File: config.mk
export PLATFORM = sky130hd
export DESIGN_NAME = sub_result_display
export DESIGN_NICKNAME = d
export VERILOG_FILES = /design/src/rtl/sub_result_display_pkg.sv /design/src/rtl/sub_result_display_seg7_decode.sv /design/src/rtl/sub_result_display.sv
export SDC_FILE = /design/constraint.sdc
export NUM_CORES = 1
export LEC_CHECK = 0
export ABC_AREA = 1
export CORE_MARGIN = 2
export CORE_UTILIZATION = 59
export DETAILED_ROUTE_END_ITERATION = 10
export GPL_TIMING_DRIVEN = 0
export HOLD_SLACK_MARGIN = 0.12
export MAX_ROUTING_LAYER = met4
export PLACE_DENSITY = 0.94
export SKIP_LAST_GASP = 1
export SYNTH_ARGS = -nofsm -noshare
export SYNTH_HDL_FRONTEND = slang
export SYNTH_SLANG_ARGS = --single-unit
File: constraint.sdc
create_clock -name clk -period 3.15 [get_ports clk]
set_clock_uncertainty 0.1 [all_clocks]
set_input_delay 0.4725 -clock clk [delete_from_list [all_inputs] [get_ports clk]]
set_output_delay 0.4725 -clock clk [all_outputs]
set_load 0.01 [all_outputs]
File: src/rtl/sub_result_display_pkg.sv
// Shared constants for the subtractor result display.
// Contents:
//   - Active-low seven-segment codes, bit order {g,f,e,d,c,b,a}.
//   - Active-low anode patterns, one per digit position.
//   - The 4-bit digit-select encoding: 0-9 are decimal digits,
//     10 is minus and 15 is blank.
package sub_result_display_pkg;

    localparam logic [6:0] SEG_0     = 7'b1000000;
    localparam logic [6:0] SEG_1     = 7'b1111001;
    localparam logic [6:0] SEG_2     = 7'b0100100;
    localparam logic [6:0] SEG_3     = 7'b0110000;
    localparam logic [6:0] SEG_4     = 7'b0011001;
    localparam logic [6:0] SEG_5     = 7'b0010010;
    localparam logic [6:0] SEG_6     = 7'b0000010;
    localparam logic [6:0] SEG_7     = 7'b1111000;
    localparam logic [6:0] SEG_8     = 7'b0000000;
    localparam logic [6:0] SEG_9     = 7'b0010000;
    localparam logic [6:0] SEG_MINUS = 7'b0111111;
    localparam logic [6:0] SEG_BLANK = 7'b1111111;

    localparam logic [3:0] AN_DIG0 = 4'b1110;
    localparam logic [3:0] AN_DIG1 = 4'b1101;
    localparam logic [3:0] AN_DIG2 = 4'b1011;
    localparam logic [3:0] AN_DIG3 = 4'b0111;
    localparam logic [3:0] AN_OFF  = 4'b1111;

    localparam logic [3:0] SEL_MINUS = 4'd10;
    localparam logic [3:0] SEL_BLANK = 4'd15;

    function automatic logic [3:0] an_pattern(input logic [1:0] idx);
        case (idx)
            2'd0:    an_pattern = AN_DIG0;
            2'd1:    an_pattern = AN_DIG1;
            2'd2:    an_pattern = AN_DIG2;
            default: an_pattern = AN_DIG3;
        endcase
    endfunction

endpackage

File: src/rtl/sub_result_display_seg7_decode.sv
// Combinational digit-select to seven-segment decoder.
// Ports:
//   sel_i : 4-bit digit-select code (0-9 digits, 10 minus, others blank)
//   seg_o : active-low segment pattern {g,f,e,d,c,b,a}
module seg7_decode
    import sub_result_display_pkg::*;
(
    input  logic [3:0] sel_i,
    output logic [6:0] seg_o
);

    always_comb begin
        case (sel_i)
            4'd0:      seg_o = SEG_0;
            4'd1:      seg_o = SEG_1;
            4'd2:      seg_o = SEG_2;
            4'd3:      seg_o = SEG_3;
            4'd4:      seg_o = SEG_4;
            4'd5:      seg_o = SEG_5;
            4'd6:      seg_o = SEG_6;
            4'd7:      seg_o = SEG_7;
            4'd8:      seg_o = SEG_8;
            4'd9:      seg_o = SEG_9;
            SEL_MINUS: seg_o = SEG_MINUS;
            default:   seg_o = SEG_BLANK;
        endcase
    end

endmodule

File: src/rtl/sub_result_display.sv
// Captures the BCD subtractor's magnitude and sign, and shows the result on a
// 4-digit multiplexed common-anode seven-segment display.
// Ports:
//   clk, reset : clock and synchronous active-high reset
//   load_i     : single-cycle strobe capturing mag_i / positive_i
//   mag_i      : magnitude 0-15
//   positive_i : 1 = non-negative result, 0 = negative
//   an         : active-low anodes, an[0] is the rightmost digit
//   seg        : active-low segments {g,f,e,d,c,b,a}
//   dp         : active-low decimal point, always off
//   valid_o    : set once a load has been captured since reset
module sub_result_display
    import sub_result_display_pkg::*;
#(
    parameter int REFRESH_DIV = 100000,
    parameter int CNT_W       = 17
) (
    input  logic       clk,
    input  logic       reset,
    input  logic       load_i,
    input  logic [3:0] mag_i,
    input  logic       positive_i,
    output logic [3:0] an,
    output logic [6:0] seg,
    output logic       dp,
    output logic       valid_o
);

    logic [3:0]       held_mag_q;
    logic             held_pos_q;
    logic             valid_q;
    logic [CNT_W-1:0] cnt_q;
    logic [1:0]       idx_q;
    logic [3:0]       an_q;
    logic [6:0]       seg_q;

    logic             wrap;
    logic             tens;
    logic [3:0]       units;
    logic [3:0]       sel_d;
    logic [6:0]       seg_d;

    assign wrap = (cnt_q == CNT_W'(REFRESH_DIV - 1));

    // Magnitude never exceeds 15, so the tens digit is at most 1.
    assign tens  = (held_mag_q >= 4'd10);
    assign units = tens ? (held_mag_q - 4'd10) : held_mag_q;

    always_comb begin
        sel_d = SEL_BLANK;
        if (!valid_q) begin
            sel_d = SEL_MINUS;
        end else begin
            case (idx_q)
                2'd0:    sel_d = units;
                2'd1:    sel_d = tens ? 4'd1 : SEL_BLANK;
                // A negative zero is shown without a minus sign.
                2'd2:    sel_d = (!held_pos_q && held_mag_q != 4'd0) ? SEL_MINUS : SEL_BLANK;
                default: sel_d = SEL_BLANK;
            endcase
        end
    end

    seg7_decode u_decode (
        .sel_i (sel_d),
        .seg_o (seg_d)
    );

    always_ff @(posedge clk) begin
        if (reset) begin
            held_mag_q <= 4'd0;
            held_pos_q <= 1'b1;
            valid_q    <= 1'b0;
            cnt_q      <= '0;
            idx_q      <= 2'd0;
            an_q       <= AN_OFF;
            seg_q      <= SEG_BLANK;
        end else begin
            cnt_q <= wrap ? '0 : cnt_q + 1'b1;
            if (wrap) begin
                idx_q <= idx_q + 2'd1;
            end
            if (load_i) begin
                held_mag_q <= mag_i;
                held_pos_q <= positive_i;
                valid_q    <= 1'b1;
            end
            // Output registers follow the pre-edge index and held values.
            an_q  <= an_pattern(idx_q);
            seg_q <= seg_d;
        end
    end

    assign an      = an_q;
    assign seg     = seg_q;
    assign dp      = 1'b1;
    assign valid_o = valid_q;

endmodule

==> run summary <==
LOGIC SYNTHESIS
----------------------------------------------------------------------------------
Share of the synthesized netlist area taken by xor and xnor gates ...       1.883%
Largest area contributor in the netlist ............................. sky130_fd_sc_hd__dfxtp_1
Portion of synthesized cell area occupied by the leading cell type ..       38.74%
Synth Area in Simple Gates ..........................................       30.46%
Syn_nets ............................................................          268
Multiplexer fraction of the synthesized cell area ...................           0%
Largest family of logic cells by synthesized area ................... simple AND/OR/NAND/NOR gates
Seq/Total Area, Yosys ...............................................       38.74%
Synth Warn # ........................................................            0
Gate count after technology mapping .................................          246
Average instance area after synthesis ...............................    7.563 um2
Post-Synth Adder-Cell Area ..........................................       9.415%
Post-Synthesis Cell Area ............................................ 0.001861 mm2
Post-synthesis compound-gate area fraction ..........................       10.02%
Cell types occupying the most area after synthesis .................. sky130_fd_sc_hd__dfxtp_1, sky130_fd_sc_hd__ha_1, sky130_fd_sc_hd__nand2_1
Yosys cell types ....................................................           32
Post-synthesis sequential element count .............................           36

DETAILED ROUTING
----------------------------------------------------------------------------------
Wirelength, routed ..................................................     3.472 mm
Residual antenna-violating net count after detailed routing .........            0
Routed vias .........................................................         1623
Total iterations of the first detailed-routing run ..................            4
Detailed-route vias per instance ....................................        5.136
Routed length per instance ..........................................     10.99 um
Violation count after the first detailed-route iteration ............           65
Drc violations ......................................................            0

CLOCK TREE
----------------------------------------------------------------------------------
TritonCTS clock tree ................................................          yes
H-tree levels .......................................................            2
Buffer cell driving the clock tree root ............................. sky130_fd_sc_hd__clkbuf_4
Clock latency of the later-clocked register in the worst-skew pair ..      0.35 ns
Cts bufs inserted ...................................................            5
Buffers from clock root to sink, at most ............................            2
Clock Pin Slew Worst Setup and Hold Paths ...........................      0.11 ns
Cts repair resizes ..................................................            0
CTS Sinks ...........................................................           36
Total setup buffers inserted after CTS ..............................            0
Hold-fix buffers, CTS ...............................................            0

SETUP PATH
----------------------------------------------------------------------------------
Critical Path Sink Type .............................................         flop
Logic depth of the worst register-to-register path ..................           12
CP Max Fanout .......................................................            5
Worst path required time ............................................      3.28 ns
Setup slack, reg-to-reg .............................................      0.94 ns
Type of origin of the critical path .................................         flop
Arrival time worst endpoint .........................................      2.34 ns
Path type of the worst setup path ................................... flop to flop

GRT
----------------------------------------------------------------------------------
First-pass GRT wire length ..........................................     5.885 mm
Global-route total usage across every layer .........................       22.50%
Largest net degree at the start of global routing ...................           11
Vias in the first global route ......................................         1464
Total gr overflow ...................................................            0
Initial antenna violation count .....................................            0

FINISH
----------------------------------------------------------------------------------
Ant. Diodes .........................................................            0
Post-synthesis to final-layout area growth ..........................       15.67%
Share of final-layout standard cells stronger than drive strength 1 .       13.60%
Final nets ..........................................................          294
Layout Utilization ..................................................       71.07%

DIE
----------------------------------------------------------------------------------
Overall die area .................................................... 0.003619 mm2
Number of rows in the core area .....................................           20
Die height ..........................................................     60.16 um
Area of the core region ............................................. 0.003028 mm2
Starting utilization of the core area ...............................       61.45%
I/O Pins ............................................................           21
Die width ...........................................................     60.16 um

TIMING
----------------------------------------------------------------------------------
Final setup violation count .........................................            0
Time the worst path needs with I/O delays and setup .................     2.207 ns
Post-route fraction of the period consumed by the critical path .....       70.05%
Setup repair after global routing missed its margin .................           no
Number of failing hold endpoints at the final stage .................            0
Worst Hold Margin ...................................................    0.3524 ns
Setup TNS ...........................................................         0 ns
Fmax ................................................................   0.4532 GHz
Final max-slew violation count ......................................            0

PLACED DESIGN
----------------------------------------------------------------------------------
RD Place Congestion .................................................       0.8712
Port Buffers ........................................................           19
HPWL after detailed placement .......................................     2.528 mm

POWER
----------------------------------------------------------------------------------
Pwr dens ............................................................ 383.7 mW/mm2
Peak supply drop ....................................................    0.2043 mV
Leakage .............................................................    0.9179 nW

FLOW RUN
----------------------------------------------------------------------------------
Max-capacitance violation count .....................................            0

WORST HOLD PATH
----------------------------------------------------------------------------------
Worst hold path cell count ..........................................            1
HP Class ............................................................ flop to flop

STATUS
----------------------------------------------------------------------------------
Status .............................................................. complete, no violations

==> sequential cells by signal, indices dropped and copies added (netlist names) <==
| signal | count |
|---|---|
| an | 4 |
| cnt_q | 17 |
| held_mag_q | 4 |
| held_pos_q | 1 |
| idx_q | 2 |
| seg | 7 |
| valid_o | 1 |
==> power breakdown <==
group,leakage [nW],internal [mW],switching (mW)
combinational,0.595,0.0501,0.0585
clock,0.0281,0.0821,0.152
sequential,0.295,0.473,0.0101
total,0.918,0.605,0.221
==> final timing paths <==
path | start | to
max | idx_q[1] | seg[3]
min reg2reg | cnt_q[0] | cnt_q[0]
max reg2reg | idx_q[1] | seg[3]
min | cnt_q[0] | cnt_q[0]
==> layout make-up <==
| type | instances | area (um2) |
|---|---|---|
| clock inverter | 1 | 5.005 |
| tap | 44 | 55.05 |
| timing repair buffer | 19 | 190.2 |
| fill | 243 | 875.8 |
| sequential | 36 | 720.7 |
| inverter | 41 | 153.9 |
| buffer | 3 | 18.77 |
| clock buffer | 6 | 41.29 |
| multi-input combinational | 166 | 967.2 |
==> cells by family (layout without fill, tap and decap cells) <==
group	count (synthesis)	in the layout
DFF	36	36
AOI/OAI and AO/OA	32	32
other	1	1
buffers and inverters	44	70
xor gates and xnor gates	4	4
adders and majority gates	14	14
and+or+nand+nor	115	115
==> cells in the final DEF, fill, tap and decap left out, types with 4 or more instances in the layout <==
cell type                         instances
sky130_fd_sc_hd__o21ai_1                  4
sky130_fd_sc_hd__nand2_1                 43
sky130_fd_sc_hd__o21ai_0                  7
sky130_fd_sc_hd__ha_1                    14
sky130_fd_sc_hd__nor2_1                  21
sky130_fd_sc_hd__inv_2                    6
sky130_fd_sc_hd__nand4_1                  5
sky130_fd_sc_hd__clkbuf_4                 5
sky130_fd_sc_hd__nand2_2                 10
sky130_fd_sc_hd__a21oi_1                 15
sky130_fd_sc_hd__inv_1                   35
sky130_fd_sc_hd__dfxtp_1                 36
sky130_fd_sc_hd__nand3_1                 21
sky130_fd_sc_hd__clkdlybuf4s50_1         19
==> per-stage QoR <==
step	worst slack [ns]	cell area, um2	instances	total power, mW
3_5_place_dp	0.9822	2106	309	0.6010
4_1_cts	0.9364	2152	316	0.8276
3_3_place_gp	1.024	2106	309	0.5975
5_1_grt	0.7420	2152	316	0.8595
2_1_floorplan	1.230	1861	246	0.5582
6_report	0.9435	2152	316	0.8257
==> Yosys cell counts (all sizes together) <==
master / n
buf: 2
o21bai: 1
clkbuf: 1
nor3b: 1
and3: 1
conb: 1
nand4: 5
xnor2: 1
nor2: 25
o21a: 1
a21oi: 17
inv: 41
nor3: 5
xor2: 3
a211oi: 1
nand3: 23
dfxtp: 36
ha: 14
or2: 2
nand2: 53
o21ai: 12
==> critical path, cell delays in order (launching register included) <==
cell,delay [ns]
sky130_fd_sc_hd__dfxtp_1,0.36
sky130_fd_sc_hd__inv_1,0.15
sky130_fd_sc_hd__ha_1,0.25
sky130_fd_sc_hd__nor2_1,0.06
sky130_fd_sc_hd__nand2_1,0.05
sky130_fd_sc_hd__inv_1,0.04
sky130_fd_sc_hd__a21oi_1,0.29
sky130_fd_sc_hd__inv_1,0.15
sky130_fd_sc_hd__ha_1,0.29
sky130_fd_sc_hd__inv_1,0.05
sky130_fd_sc_hd__nand3_1,0.10
sky130_fd_sc_hd__nand3_1,0.12
sky130_fd_sc_hd__nand3_1,0.06
==> layer usage <==
metal | routed length, um | up-vias | global-route usage, %
met1 | 1599 | 742 | 26.60
met2 | 1610 | 45 | 33.85
met5 | 0 | - | -
li1 | - | 825 | -
met3 | 179 | 11 | 7.359
met4 | 82 | 0 | 11.75
Power figures use the tool's default switching activity.
